[src/rtl/eth_tx_sched_if.sv]
// eth_tx_sched_if: source-side AXI-Stream bundle plus the MAC-side TX stream.
// slave = scheduler view, master = frame generators and MAC view.
interface eth_tx_sched_if #(
    parameter int NUM_SRC = 4
);
    logic [NUM_SRC-1:0]    src_tvalid;
    logic [NUM_SRC-1:0]    src_tlast;
    logic [NUM_SRC*64-1:0] src_tdata;
    logic [NUM_SRC*8-1:0]  src_tkeep;
    logic [NUM_SRC-1:0]    src_tready;

    logic                  m_axis_tx_tvalid;
    logic                  m_axis_tx_tlast;
    logic                  m_axis_tx_tuser;
    logic [63:0]           m_axis_tx_tdata;
    logic [7:0]            m_axis_tx_tkeep;
    logic                  m_axis_tx_tready;

    modport slave (
        input  src_tvalid,
        input  src_tlast,
        input  src_tdata,
        input  src_tkeep,
        output src_tready,
        output m_axis_tx_tvalid,
        output m_axis_tx_tlast,
        output m_axis_tx_tuser,
        output m_axis_tx_tdata,
        output m_axis_tx_tkeep,
        input  m_axis_tx_tready
    );

    modport master (
        output src_tvalid,
        output src_tlast,
        output src_tdata,
        output src_tkeep,
        input  src_tready,
        input  m_axis_tx_tvalid,
        input  m_axis_tx_tlast,
        input  m_axis_tx_tuser,
        input  m_axis_tx_tdata,
        input  m_axis_tx_tkeep,
        output m_axis_tx_tready
    );
endinterface

[src/rtl/eth_tx_sched.sv]
// eth_tx_sched: round-robin, frame-atomic scheduler for a shared MAC TX port.
// Define ETH_TX_SCHED_STATS_EN to add per-source frame counters.
module eth_tx_sched #(
    parameter int NUM_SRC = 4,
    parameter int IFG_W   = 28
) (
    input  logic             clk156,
    input  logic             sys_rst_n,
    input  logic             en,
    input  logic [IFG_W-1:0] ifg_len,
    eth_tx_sched_if.slave    bus,
    output logic [31:0]      frame_cnt,
    output logic             busy
`ifdef ETH_TX_SCHED_STATS_EN
    ,
    output logic [NUM_SRC*32-1:0] src_frame_cnt
`endif
);
    localparam int PW = (NUM_SRC > 1) ? $clog2(NUM_SRC) : 1;

    typedef enum logic [1:0] {
        IDLE,
        SEND,
        GAP
    } state_t;

    state_t           state_q;
    state_t           state_d;
    logic [PW-1:0]    grant_q;
    logic [PW-1:0]    grant_d;
    logic [PW-1:0]    ptr_q;
    logic [PW-1:0]    ptr_d;
    logic [PW-1:0]    pick;
    logic [PW-1:0]    cand;
    logic             pick_ok;
    int               rr_idx;
    logic [IFG_W-1:0] gap_q;
    logic [IFG_W-1:0] gap_d;
    logic [31:0]      frame_cnt_q;
    logic             frame_inc;
    logic [1:0]       rst_sync;
    logic             run;

    logic [63:0]      s_data [NUM_SRC];
    logic [7:0]       s_keep [NUM_SRC];

    for (genvar g = 0; g < NUM_SRC; g++) begin : g_src
        assign s_data[g] = bus.src_tdata[g*64 +: 64];
        assign s_keep[g] = bus.src_tkeep[g*8 +: 8];
    end

    // Reset release reaches the FSM only after two clk156 edges.
    always_ff @(posedge clk156 or negedge sys_rst_n) begin
        if (!sys_rst_n) begin
            rst_sync <= 2'b00;
        end else begin
            rst_sync <= {rst_sync[0], 1'b1};
        end
    end

    assign run = rst_sync[1];

    // Round-robin search: first valid source at or after the pointer.
    always_comb begin
        pick    = '0;
        pick_ok = 1'b0;
        rr_idx  = 0;
        cand    = '0;
        for (int k = 0; k < NUM_SRC; k++) begin
            rr_idx = (int'(ptr_q) + k) % NUM_SRC;
            cand   = PW'(rr_idx);
            if (!pick_ok && bus.src_tvalid[cand]) begin
                pick    = cand;
                pick_ok = 1'b1;
            end
        end
    end

    // Next-state, grant hold, gap countdown and output steering.
    always_comb begin
        state_d   = state_q;
        grant_d   = grant_q;
        ptr_d     = ptr_q;
        gap_d     = gap_q;
        frame_inc = 1'b0;

        bus.m_axis_tx_tvalid = 1'b0;
        bus.m_axis_tx_tlast  = 1'b0;
        bus.m_axis_tx_tdata  = '0;
        bus.m_axis_tx_tkeep  = '0;
        bus.src_tready       = '0;

        unique case (state_q)
            IDLE: begin
                if (en && run && pick_ok) begin
                    grant_d = pick;
                    if (int'(pick) == NUM_SRC - 1) begin
                        ptr_d = '0;
                    end else begin
                        ptr_d = pick + PW'(1);
                    end
                    state_d = SEND;
                end
            end
            SEND: begin
                bus.m_axis_tx_tvalid = bus.src_tvalid[grant_q];
                bus.m_axis_tx_tlast  = bus.src_tlast[grant_q];
                bus.m_axis_tx_tdata  = s_data[grant_q];
                bus.m_axis_tx_tkeep  = s_keep[grant_q];
                bus.src_tready[grant_q] = bus.m_axis_tx_tready;
                if (bus.src_tvalid[grant_q] &&
                    bus.m_axis_tx_tready &&
                    bus.src_tlast[grant_q]) begin
                    frame_inc = 1'b1;
                    if (ifg_len != '0) begin
                        gap_d   = ifg_len;
                        state_d = GAP;
                    end else begin
                        state_d = IDLE;
                    end
                end
            end
            GAP: begin
                if (gap_q <= IFG_W'(1)) begin
                    gap_d   = '0;
                    state_d = IDLE;
                end else begin
                    gap_d = gap_q - IFG_W'(1);
                end
            end
            default: begin
                state_d = IDLE;
            end
        endcase
    end

    // FSM, grant, pointer, gap and frame counter registers.
    always_ff @(posedge clk156 or negedge sys_rst_n) begin
        if (!sys_rst_n) begin
            state_q     <= IDLE;
            grant_q     <= '0;
            ptr_q       <= '0;
            gap_q       <= '0;
            frame_cnt_q <= '0;
        end else begin
            state_q <= state_d;
            grant_q <= grant_d;
            ptr_q   <= ptr_d;
            gap_q   <= gap_d;
            if (frame_inc) begin
                frame_cnt_q <= frame_cnt_q + 32'd1;
            end
        end
    end

    assign frame_cnt           = frame_cnt_q;
    assign busy                = (state_q != IDLE);
    assign bus.m_axis_tx_tuser = 1'b0;

`ifdef ETH_TX_SCHED_STATS_EN
    logic [31:0] src_cnt_q [NUM_SRC];

    // Per-source frame counters, bumped alongside frame_cnt.
    always_ff @(posedge clk156 or negedge sys_rst_n) begin
        if (!sys_rst_n) begin
            for (int i = 0; i < NUM_SRC; i++) begin
                src_cnt_q[i] <= '0;
            end
        end else if (frame_inc) begin
            src_cnt_q[grant_q] <= src_cnt_q[grant_q] + 32'd1;
        end
    end

    for (genvar g = 0; g < NUM_SRC; g++) begin : g_stat
        assign src_frame_cnt[g*32 +: 32] = src_cnt_q[g];
    end
`endif
endmodule

[src/flat_wrapper.sv]
// flat-port wrapper written by rule: the top's interface ports become plain ports
module eth_tx_sched_flat 
#(
    parameter int NUM_SRC = 4,
    parameter int IFG_W   = 28
)
  (clk156, sys_rst_n, en, ifg_len, frame_cnt, busy, bus_src_tvalid, bus_src_tlast, bus_src_tdata, bus_src_tkeep, bus_src_tready, bus_m_axis_tx_tvalid, bus_m_axis_tx_tlast, bus_m_axis_tx_tuser, bus_m_axis_tx_tdata, bus_m_axis_tx_tkeep, bus_m_axis_tx_tready);
  eth_tx_sched_if #(.NUM_SRC(NUM_SRC)) bus_i ();
  input  logic clk156;
  input  logic sys_rst_n;
  input  logic en;
  input  logic [IFG_W-1:0] ifg_len;
  output logic [31:0] frame_cnt;
  output logic busy;
  input wire logic [$bits(bus_i.src_tvalid)-1:0] bus_src_tvalid;
  input wire logic [$bits(bus_i.src_tlast)-1:0] bus_src_tlast;
  input wire logic [$bits(bus_i.src_tdata)-1:0] bus_src_tdata;
  input wire logic [$bits(bus_i.src_tkeep)-1:0] bus_src_tkeep;
  output wire logic [$bits(bus_i.src_tready)-1:0] bus_src_tready;
  output wire logic [$bits(bus_i.m_axis_tx_tvalid)-1:0] bus_m_axis_tx_tvalid;
  output wire logic [$bits(bus_i.m_axis_tx_tlast)-1:0] bus_m_axis_tx_tlast;
  output wire logic [$bits(bus_i.m_axis_tx_tuser)-1:0] bus_m_axis_tx_tuser;
  output wire logic [$bits(bus_i.m_axis_tx_tdata)-1:0] bus_m_axis_tx_tdata;
  output wire logic [$bits(bus_i.m_axis_tx_tkeep)-1:0] bus_m_axis_tx_tkeep;
  input wire logic [$bits(bus_i.m_axis_tx_tready)-1:0] bus_m_axis_tx_tready;
  assign bus_i.src_tvalid = bus_src_tvalid;
  assign bus_i.src_tlast = bus_src_tlast;
  assign bus_i.src_tdata = bus_src_tdata;
  assign bus_i.src_tkeep = bus_src_tkeep;
  assign bus_src_tready = bus_i.src_tready;
  assign bus_m_axis_tx_tvalid = bus_i.m_axis_tx_tvalid;
  assign bus_m_axis_tx_tlast = bus_i.m_axis_tx_tlast;
  assign bus_m_axis_tx_tuser = bus_i.m_axis_tx_tuser;
  assign bus_m_axis_tx_tdata = bus_i.m_axis_tx_tdata;
  assign bus_m_axis_tx_tkeep = bus_i.m_axis_tx_tkeep;
  assign bus_i.m_axis_tx_tready = bus_m_axis_tx_tready;
  eth_tx_sched #(.NUM_SRC(NUM_SRC), .IFG_W(IFG_W)) u_core (.clk156(clk156), .sys_rst_n(sys_rst_n), .en(en), .ifg_len(ifg_len), .bus(bus_i), .frame_cnt(frame_cnt), .busy(busy));
endmodule
[config.mk]
export PLATFORM = sky130hd
export DESIGN_NAME = eth_tx_sched_flat
export DESIGN_NICKNAME = d
export VERILOG_FILES = /design/src/rtl/eth_tx_sched_if.sv /design/src/rtl/eth_tx_sched.sv /design/src/flat_wrapper.sv
export SDC_FILE = /design/constraint.sdc
export NUM_CORES = 1
export LEC_CHECK = 0
export BUFFER_PORTS_ARGS = -buffer_cell sky130_fd_sc_hd__buf_2
export CAP_MARGIN = 5
export CORE_AREA = 10 10 165 167
export DETAILED_ROUTE_END_ITERATION = 10
export DIE_AREA = 0 0 175 177
export GPL_ROUTABILITY_DRIVEN = 0
export SLEW_MARGIN = 10
export SYNTH_ARGS = -nofsm -noshare
export SYNTH_HDL_FRONTEND = slang
export SYNTH_SLANG_ARGS = --single-unit
[constraint.sdc]
create_clock -name clk156 -period 2.7 [get_ports clk156]
set_clock_uncertainty 0.1 [all_clocks]
set_input_delay 0.81 -clock clk156 [delete_from_list [all_inputs] [get_ports clk156]]
set_output_delay 0.81 -clock clk156 [all_outputs]
set_load 0.01 [all_outputs]
==> metrics.md <==
| Metric | Value |
|---|---|
| Net Sw Power | `3.97 mW` |
| Crit path kind | `reg -> out` |
| Fill cells | `2424` |
| Num rows | `57` |
| Drt initial violations | `570` |
| Gr usage total | `20.8%` |
| Yosys top cell by area | `dfrtp_1` |
| Core area | `24000 um2` |
| Internal | `5.92 mW` |
| Area delta synth->final | `67.2%` |
| Largest net degree at the start of global routing | `47` |
| Data arrival, critical path | `1.98 ns` |
| Initial antenna violation count | `11` |
| Die area | `31000 um2` |
| Status | `finished, violations left` |
| Post-synthesis average cell area | `10.5 um2` |
| IO Port Bufs | `438` |
| Routed len/inst | `24.6 um` |
| Sequential share of power | `16.6%` |
| Pre-CTS WS | `-0.219 ns` |
| Leakage power | `4.91 nW` |
| Most used DFF post-synth | `dfrtp_1` |
| Seq cells post-synth | `68` |
| Synthesis Warnings | `0` |
| Clock insertion delay at the later pin of the skew report | `0.34 ns` |
| Final hold vios | `0` |
| EDFF count, synth | `0` |
| IO Pins | `440` |
| Synth top area cells | `dfrtp_1 (28%), mux4_2 (27%), and2_1 (7.8%), xnor2_1 (3.3%), o21ai_0 (3.2%)` |
| Final core occ | `43.0%` |
| Syn Nets | `922` |
| Required @ worst endpoint | `1.79 ns` |
| Max-Cap Viols | `0` |
| Post-synthesis cell area | `6160 um2` |
| Pwr Total | `9.89 mW` |
| Number of buffers created by CTS | `9` |
| Share of layout cells above drive strength 1 | `65.4%` |
| CTS root buf | `clkbuf_16` |
| Synth Instances | `587` |
| Routed Antenna Nets | `0` |
| Final wirelength | `34.5 mm` |
| Drt first pass iters | `5` |
| Clk slew on worst S/H paths | `0.06 ns` |
| Vias in the first global route | `7595` |
| TritonCTS clock tree | `yes` |
| Critical Path Source Type | `register` |
| Share of Yosys cell area claimed by the top area cell type | `27.6%` |
| Cell Pwr Density | `960 nW/um2` |
| Die span in y | `177 um` |
| RSZ-0062 raised after global routing | `yes` |
| Nets@finish | `1398` |
| Die X | `175 um` |
| Least-Margin Pin Slew | `0.672 ns` |
| Maximum root-to-sink buffer count | `2` |
| DP HPWL | `28.6 mm` |
| HP Class | `reg -> reg` |
| Final cycle utilization of the critical path | `107%` |
| Part of the Yosys area used for sequential elements | `27.6%` |
| Fin crit period | `2.89 ns` |
| Most common cell in the netlist | `and2_1` |
| Vias | `7133` |
| Grt ovf | `0` |
| Violated checks | `setup timing` |
| DRC viols | `0` |
| Hold_buf cts | `0` |
| Net Sw Frac | `40.2%` |
| Asr flop ratio synth | `100%` |
| IR drop worst, VDD | `0.460 mV` |
| Crit Path Max Fanout | `5` |
| Max-slew violations | `0` |
| Critical Path End Type | `primary output` |
| Synth cell types | `64` |
| Final setup margin | `-0.190 ns` |
| Starting density of the core | `25.7%` |
| # clock sinks | `68` |
| Clock power frac | `11.4%` |
| CTS H-tree lvls | `3` |
| Slew HR | `54.8%` |
| Combinational fraction of design power | `72.0%` |
| Final setup vio count | `74` |
| Global-route wire length before repair | `48.7 mm` |
| Max Fclk | `346 MHz` |
| Most instantiated cells after synthesis | `and2_1 (77), mux4_2 (74), dfrtp_1 (68)` |
| Vias per cell | `5.10` |
[layer usage]
metal  track usage [%]  part of all wire (%)  wire, um
met1              24.0                    38     13000
met2              35.1                    50     17200
met3              8.53                    10      3560
met4              5.19                   2.0       681
met5                 0                  0.20        69
[layout by cell type, fill, tap and decap left out, types with 4 or more instances in the layout]
cell	netlist	routed
nor3_1	18	18
buf_8	0	6
buf_4	6	45
and2_1	77	7
mux2_2	4	4
and3_1	8	8
and2_4	0	70
nor2_2	4	4
o21ai_0	39	39
mux4_2	74	74
buf_6	4	74
buf_2	12	369
a21oi_1	22	22
a32oi_1	7	7
inv_1	16	16
dfrtp_1	68	66
nand4_1	11	11
xnor2_1	23	23
diode_2	0	8
nand2_1	24	24
nand3_1	15	15
nor2_1	33	33
buf_12	0	11
mux2i_1	5	5
ha_1	7	6
a22oi_1	6	6
xor2_1	8	8
nor4_1	10	10
clkbuf_16	0	13
and4_1	5	5
a31oi_1	4	4
[cell type report]
class	count	area [um2]	area share, %
Timing Repair Buffer	510	3460	33.6
Clock inverter	7	57.6	0.559
Multi-Input combinational cell	457	4360	42.4
Inverter	17	63.8	0.620
Clock buffer	9	225	2.19
Tap cell	324	405	3.94
Antenna cell	8	20.0	0.194
Sequential cell	68	1710	16.6
[timing repair]
item,CTS,global route
hold endpoints to repair,0,0
pin swaps,22,34
resized for setup,61,124
gates cloned,2,5
setup buffers,6,7
setup endpoints to repair,76,76
[power by group through the flow]
stage / logic (mW) / registers (mW) / clock network (mW)
2_1_floorplan: 3.42 / 1.54 / 0
3_3_place_gp: 5.30 / 1.69 / 0
3_5_place_dp: 5.34 / 1.70 / 0
4_1_cts: 6.07 / 1.62 / 1.16
5_1_grt: 7.62 / 1.69 / 1.20
6_report: 7.12 / 1.65 / 1.12
[cells by family (layout without fill, tap and decap cells)]
family	Yosys count	count (layout)	share of synthesized area, %
compound gates	104	104	11.0
xor+xnor	31	31	4.41
fa+ha+maj	7	7	1.42
buf+inv	62	543	4.89
flops	68	68	27.6
mux	83	83	28.6
other cells	2	10	0.122
simple gates	230	230	22.0
[worst paths after layout]
path | to | slack (ns) | from | cells after the start
max | bus_m_axis_tx_tdata[42] | -0.19 | u_core.grant_q[0] | 5
min | u_core.rst_sync[1] | 0.25 | u_core.rst_sync[0] | 0
max reg2reg | u_core.gap_q[9] | 0.10 | u_core.grant_q[0] | 8
min reg2reg | u_core.rst_sync[1] | 0.25 | u_core.rst_sync[0] | 0
max in group asynchronous | u_core.grant_q[0] | 1.62 | sys_rst_n | 2
min in group asynchronous | u_core.gap_q[1] | 0.29 | sys_rst_n | 1
[metrics by stage]
step	setup TNS, ns	hold WS, ns	area, um2	instances
floorplan	0	0.231	6160	587
global placement	-6.11	0.233	9020	1357
detailed placement	-4.79	0.238	9020	1357
CTS	-10.05	0.258	9640	1381
finish	-9.86	0.247	10300	1400
global route	-14.09	0.256	10300	1397
[registers in the layout (all words and copies together), names as in the netlist]
register / flops
u_core.gap_q: 28
u_core.ptr_q: 2
u_core.grant_q: 2
u_core.rst_sync: 2
u_core.state_q: 2
u_core.frame_cnt: 32
[worst max-delay path: stages (launching register included)]
cell	delay (ns)
dfrtp_4	0.49
clkbuf_16	0.20
clkbuf_16	0.16
mux4_2	0.50
and2_4	0.17
buf_6	0.12
(Power assumes the default switching activity.)
